## src/rtl/dac_spi_serializer_pkg.sv

```systemverilog
// Shared definitions for the SPI DAC serializer.
// - dac_state_e        : FSM encoding (IDLE=0 .. LDAC=4, 3 bits)
// - DAC_CFG_DEFAULT    : upper four frame bits (A/B=0, BUF=0, GA_n=1, SHDN_n=1)
// - frame_bits()       : frame width for a given sample width
// - frame_cycles()     : accept-to-accept period in clk cycles
package dac_spi_serializer_pkg;

  typedef enum logic [2:0] {
    IDLE  = 3'd0,
    SETUP = 3'd1,
    SHIFT = 3'd2,
    HOLD  = 3'd3,
    LDAC  = 3'd4
  } dac_state_e;

  localparam int             DAC_CFG_BITS    = 4;
  localparam logic [3:0]     DAC_CFG_DEFAULT = 4'b0011;

  function automatic int frame_bits(input int data_bits);
    return data_bits + DAC_CFG_BITS;
  endfunction

  function automatic int frame_cycles(input int data_bits, input int sclk_half,
                                      input int ldac_cycles);
    return (2 * frame_bits(data_bits) + 2) * sclk_half + ldac_cycles;
  endfunction

endpackage

```

## src/rtl/dac_spi_serializer_tick_gen.sv

```systemverilog
// Half-period tick generator for the SPI serializer.
// - clk, rst : system clock, async active-high reset
// - run      : count while high; counter clears while low
// - tick     : one-cycle pulse every SCLK_HALF cycles while run=1
module spi_tick_gen #(
  parameter int SCLK_HALF = 2
) (
  input  logic clk,
  input  logic rst,
  input  logic run,
  output logic tick
);

  localparam int             CW   = $clog2(SCLK_HALF) + 1;
  localparam logic [CW-1:0]  TERM = CW'(SCLK_HALF - 1);

  logic [CW-1:0] cnt;

  assign tick = run && (cnt == TERM);

  // Phase changes only happen on tick, so the counter restarts at every
  // state boundary without an explicit reload.
  always_ff @(posedge clk or posedge rst) begin
    if (rst)               cnt <= '0;
    else if (!run || tick) cnt <= '0;
    else                   cnt <= cnt + CW'(1);
  end

endmodule

```

## src/rtl/dac_spi_serializer.sv

```systemverilog
// Serializes 12-bit samples into MCP4921-style 16-bit SPI frames {CFG, sample},
// MSB first (mode 0), then strobes LDAC_n so the DAC output updates.
// - clk, rst      : system clock, async active-high reset
// - sample_in     : unsigned sample, snapshotted on accept (valid & ready)
// - sample_valid  : sample_in valid
// - sample_ready  : registered, high only in IDLE
// - dac_cs_n      : chip select, active low
// - dac_sclk      : SPI clock, idle low
// - dac_mosi      : serial data, MSB first
// - dac_ldac_n    : latch strobe, active low
// - busy          : high in every state except IDLE
// All outputs are registered.
module dac_spi_serializer
  import dac_spi_serializer_pkg::*;
#(
  parameter int         DATA_BITS   = 12,
  parameter logic [3:0] CFG         = DAC_CFG_DEFAULT,
  parameter int         SCLK_HALF   = 2,
  parameter int         LDAC_CYCLES = 2
) (
  input  logic                 clk,
  input  logic                 rst,
  input  logic [DATA_BITS-1:0] sample_in,
  input  logic                 sample_valid,
  output logic                 sample_ready,
  output logic                 dac_cs_n,
  output logic                 dac_sclk,
  output logic                 dac_mosi,
  output logic                 dac_ldac_n,
  output logic                 busy
);

  localparam int FRAME_BITS = frame_bits(DATA_BITS);
  localparam int BW         = $clog2(FRAME_BITS);
  localparam int LW         = $clog2(LDAC_CYCLES) + 1;
  // The LDAC pulse also covers the IDLE accept cycle that follows, so the
  // LDAC state itself lasts LDAC_CYCLES-1 cycles (skipped when that is 0).
  localparam int LDAC_LOAD  = (LDAC_CYCLES > 1) ? LDAC_CYCLES - 2 : 0;

  dac_state_e            state, state_d;
  logic [FRAME_BITS-1:0] shreg, shreg_d;
  logic [BW-1:0]         bit_cnt, bit_cnt_d;
  logic [LW-1:0]         ldac_cnt, ldac_cnt_d;
  logic                  cs_n_d, sclk_d, mosi_d, ldac_n_d;
  logic                  tick, run;

  assign run = (state == SETUP) || (state == SHIFT) || (state == HOLD);

  spi_tick_gen #(.SCLK_HALF(SCLK_HALF)) u_tick (
    .clk  (clk),
    .rst  (rst),
    .run  (run),
    .tick (tick)
  );

  // State register plus registered outputs.
  always_ff @(posedge clk or posedge rst) begin
    if (rst) begin
      state        <= IDLE;
      shreg        <= '0;
      bit_cnt      <= '0;
      ldac_cnt     <= '0;
      sample_ready <= 1'b0;
      busy         <= 1'b0;
      dac_cs_n     <= 1'b1;
      dac_sclk     <= 1'b0;
      dac_mosi     <= 1'b0;
      dac_ldac_n   <= 1'b1;
    end else begin
      state        <= state_d;
      shreg        <= shreg_d;
      bit_cnt      <= bit_cnt_d;
      ldac_cnt     <= ldac_cnt_d;
      sample_ready <= (state_d == IDLE);
      busy         <= (state_d != IDLE);
      dac_cs_n     <= cs_n_d;
      dac_sclk     <= sclk_d;
      dac_mosi     <= mosi_d;
      dac_ldac_n   <= ldac_n_d;
    end
  end

  // Next state. In SHIFT the registered sclk tells which half-period ends.
  always_comb begin
    state_d = state;
    unique case (state)
      IDLE:    if (sample_valid && sample_ready) state_d = SETUP;
      SETUP:   if (tick) state_d = SHIFT;
      SHIFT:   if (tick && !dac_sclk && bit_cnt == '0) state_d = HOLD;
      HOLD:    if (tick) state_d = (LDAC_CYCLES > 1) ? LDAC : IDLE;
      LDAC:    if (ldac_cnt == '0) state_d = IDLE;
      default: state_d = IDLE;
    endcase
  end

  // Datapath / output next values.
  always_comb begin
    shreg_d    = shreg;
    bit_cnt_d  = bit_cnt;
    ldac_cnt_d = ldac_cnt;
    cs_n_d     = dac_cs_n;
    sclk_d     = dac_sclk;
    mosi_d     = dac_mosi;
    ldac_n_d   = dac_ldac_n;
    unique case (state)
      IDLE: begin
        ldac_n_d = 1'b1;
        if (state_d == SETUP) begin
          shreg_d = {CFG, sample_in};
          mosi_d  = CFG[DAC_CFG_BITS-1];
          cs_n_d  = 1'b0;
          sclk_d  = 1'b0;
        end
      end
      SETUP: if (tick) begin
        sclk_d    = 1'b1;
        bit_cnt_d = BW'(FRAME_BITS - 1);
      end
      SHIFT: if (tick) begin
        if (dac_sclk) begin
          // Falling edge: present the next bit. Zero-fill makes mosi drop
          // to 0 after the last bit with no special case.
          sclk_d  = 1'b0;
          shreg_d = {shreg[FRAME_BITS-2:0], 1'b0};
          mosi_d  = shreg[FRAME_BITS-2];
        end else if (bit_cnt != '0) begin
          sclk_d    = 1'b1;
          bit_cnt_d = bit_cnt - 1'b1;
        end
      end
      HOLD: if (tick) begin
        cs_n_d     = 1'b1;
        ldac_n_d   = 1'b0;
        ldac_cnt_d = LW'(LDAC_LOAD);
      end
      LDAC: if (ldac_cnt != '0) ldac_cnt_d = ldac_cnt - 1'b1;
      default: ;
    endcase
  end

endmodule

```

## config.mk

```make
export PLATFORM = sky130hd
export DESIGN_NAME = dac_spi_serializer
export DESIGN_NICKNAME = d
export VERILOG_FILES = /design/src/rtl/dac_spi_serializer_pkg.sv /design/src/rtl/dac_spi_serializer_tick_gen.sv /design/src/rtl/dac_spi_serializer.sv
export SDC_FILE = /design/constraint.sdc
export NUM_CORES = 1
export LEC_CHECK = 0
export CAP_MARGIN = 5
export CORE_MARGIN = 2
export CORE_UTILIZATION = 60
export CTS_BUF_LIST = sky130_fd_sc_hd__clkbuf_8
export DETAILED_ROUTE_END_ITERATION = 12
export DONT_BUFFER_PORTS = 1
export HOLD_SLACK_MARGIN = 0.08
export PLACE_DENSITY = 0.76
export SYNTH_ARGS = -nofsm -noshare
export SYNTH_HDL_FRONTEND = slang
export SYNTH_SLANG_ARGS = --single-unit
```

## constraint.sdc

```tcl
create_clock -name clk -period 2.55 [get_ports clk]
set_clock_uncertainty 0.2 [all_clocks]
set_input_delay 0.765 -clock clk [delete_from_list [all_inputs] [get_ports clk]]
set_output_delay 0.765 -clock clk [all_outputs]
set_load 0.01 [all_outputs]
```

==> run metrics <==
Min Clock Period, post-route=2.235 ns; final core area utilization=66.79%; kind of end point of the critical path=register; die width=57.80 um; IO Port Bufs=0; number of warnings issued by yosys=0; area of the die=0.003341 mm^2; relative slew slack=58.40%; Initial Utilization=62.98%; post-detail-place hpwl=2.140 mm; class of the worst hold path=input pin to async pin; leak pwr=0.7662 nW; number of antenna violations at the first check in global routing=0; Comb pwr share=40.4%; classification of the worst setup path=register to register; number of enable flip-flop cells after synthesis=0; I/O Pins=21; worst setup timing slack at the placement stage=0.3293 ns; number of global-route vias before repair=1240; ant diodes=0; gate count of the mapped netlist=153; CTS sink cnt=32; CP arrival=2.21 ns; post-synth design cell area=0.001737 mm^2; CTS Root Cell=sky130_fd_sc_hd__clkbuf_8; clock latency reported for the late side of the worst-skew pair=0.29 ns; Post-Layout Inst Area=0.001842 mm^2; aggregate negative setup slack=0 ns; endpoints failing setup=0; outcome=complete, no violations; detail-routed net length per standard cell=16.76 um; power density over cell area=1241 mW/mm^2; ratio of final minimum period to clock period=87.65%; drt total wl=3.134 mm; Internal=0.001465 W; final weighted congestion in routability-driven placement=0.9152; net switching share of the total power=35.88%; Most used DFF post-synth=sky130_fd_sc_hd__dfrtp_1; Die Span Y=57.80 um; H-tree depth reported by CTS=2; Final Hold Vio Count=0; mean instance size in the synthesized netlist=11.35 um^2; Total Routing Usage GR=22.15%; largest fanout of any net on the critical path=16; vias after detailed routing=1175; Iter 0 DRT Violations=54; clock transition at the registers of the reported paths=0.07 ns; part of the power in registers=42.0%; detailed-router iteration count before antenna repair=5; syn nets=171; distinct cell type count of the synthesized netlist=44; largest net degree at the start of global routing=33; number of nets in the final layout=173; highest-count cells in the layout ignoring fill and taps=30 x sky130_fd_sc_hd__dfrtp_1, 17 x sky130_fd_sc_hd__mux2_2, 11 x sky130_fd_sc_hd__inv_1, 8 x sky130_fd_sc_hd__mux2_4, 8 x sky130_fd_sc_hd__o21ai_0; part of the Yosys area used for sequential elements=46.25%; clock power share=17.6%; maximum clock path buffer count=2; # placed instances=179; FP Rows=19; max-capacitance violation count=0; grt total ovfl=0; area grow syn2layout=6.052%; asr flop ratio synth=100.0%; count of nets left with antenna violations after detail routing=0; RSZ-0062 raised after global routing=no; leading cell type in the layout, fill and taps excluded=sky130_fd_sc_hd__dfrtp_1; CTS tree=done; mean number of vias per cell=6.283; cts-stage hold buffer count=0; CORE AREA=0.002758 mm^2; layout cells sized above 1=28.21%; detailed-route DRC error count=0; first-pass GRT wire length=5.492 mm; number of buffers created by CTS=5; peak supply drop=0.0009047 V; post-cts repair resize count=0; Worst Slack Setup Final=0.3150 ns; startpoint type of the worst setup path=register; synthesis-stage register bit count=32; Post CTS Setup Buffer Count=0; Fmax achieved=447.4 MHz; net switching power figure=0.0008199 W; placement-stage cell area=0.001749 mm^2; Least-Margin Pin Slew=0.6240 ns; Worst EP required=2.52 ns; Final Max Tran Viols=0; Cell Count, Final, Fillers Out=187
==> Yosys cell counts (all sizes together) (4+ instances only) <==
master,n,share of area [%]
a21oi,4,1.2
inv,11,2.4
nor2,7,1.5
nor2b,5,1.8
dfrtp,30,43
mux2,25,18
nand2b,5,1.8
buf,6,2.8
nand2,7,1.5
clkbuf,4,0.86
o21ai,8,2.3
==> layout make-up <==
type | instances | area [um^2]
fillers | 197 | 915.9
repair buffers | 5 | 37.54
flip-flops and latches | 32 | 803.3
multi-input cells | 100 | 828.3
clock buffers | 6 | 82.58
inverters | 11 | 41.29
clock inverters | 2 | 10.01
well taps | 31 | 38.79
==> metrics by stage <==
stage	hold slack (ns)	power (W)
after global placement	0.2286	0.001835
after global routing	0.2591	0.002456
after CTS	0.2447	0.002302
after floorplan	0.2160	0.001728
after detailed placement	0.2406	0.001888
final	0.2382	0.002285
==> final timing paths <==
kind / cells after the start / slack, ns / to / from
hold reg to reg: 1 / 0.25 / u_tick.cnt[0]$_DFF_PP0_ / u_tick.cnt[0]$_DFF_PP0_
setup / recovery: 6 / 0.31 / shreg[0]$_DFFE_PP0P_ / u_tick.cnt[1]$_DFF_PP0_
max in group asynchronous: 2 / 1.58 / dac_ldac_n$_DFFE_PP1P_ / rst
setup reg to reg: 6 / 0.31 / shreg[0]$_DFFE_PP0P_ / u_tick.cnt[1]$_DFF_PP0_
min in group clk: 1 / 0.25 / u_tick.cnt[0]$_DFF_PP0_ / u_tick.cnt[0]$_DFF_PP0_
hold / removal: 2 / 0.24 / shreg[10]$_DFFE_PP0P_ / rst
==> state kept, by name, indices dropped and copies added, names as in the netlist <==
signal and cells:
dac_ldac_n 1, bit_cnt 4, ldac_cnt 2, dac_mosi 1, state 3, u_tick.cnt 2, shreg 15, sample_ready 1
dac_cs_n 1, dac_sclk 1, busy 1
==> cell families after synthesis <==
logic type / share of synthesized area [%]
and+or+nand+nor: 14.55
AOI/OAI and AO/OA: 11.89
DFF: 46.25
muxes: 19.09
buffers and inverters: 6.051
adders and majority gates: 2.162
==> critical path: stages (launching register included) <==
cell,delay (ns)
sky130_fd_sc_hd__dfrtp_1,0.36
sky130_fd_sc_hd__inv_1,0.05
sky130_fd_sc_hd__ha_1,0.42
sky130_fd_sc_hd__nand3_2,0.16
sky130_fd_sc_hd__a211oi_4,0.25
sky130_fd_sc_hd__buf_4,0.30
sky130_fd_sc_hd__mux2_2,0.37
==> routing by layer <==
| layer | vias up | global-route usage (%) | wire length [um] | share of wire, % |
|---|---|---|---|---|
| li1 | 552 | - | - | - |
| met1 | 576 | 25.59 | 1329 | 42 |
| met2 | 39 | 35.88 | 1592 | 51 |
| met3 | 8 | 8.259 | 158 | 5.0 |
| met4 | 0 | 11.63 | 54 | 1.7 |
| met5 | - | 0 | 0 | 0 |
==> power by group through the flow <==
stage	clock network (W)	registers [W]	logic, W
6_report	0.000403	0.000960	0.000923
5_1_grt	0.000433	0.000992	0.00103
3_5_place_dp	0	0.000962	0.000926
3_3_place_gp	0	0.000949	0.000886
4_1_cts	0.000416	0.000956	0.000930
2_1_floorplan	0	0.000859	0.000870
Note: power is estimated with default switching activity, not from simulation.
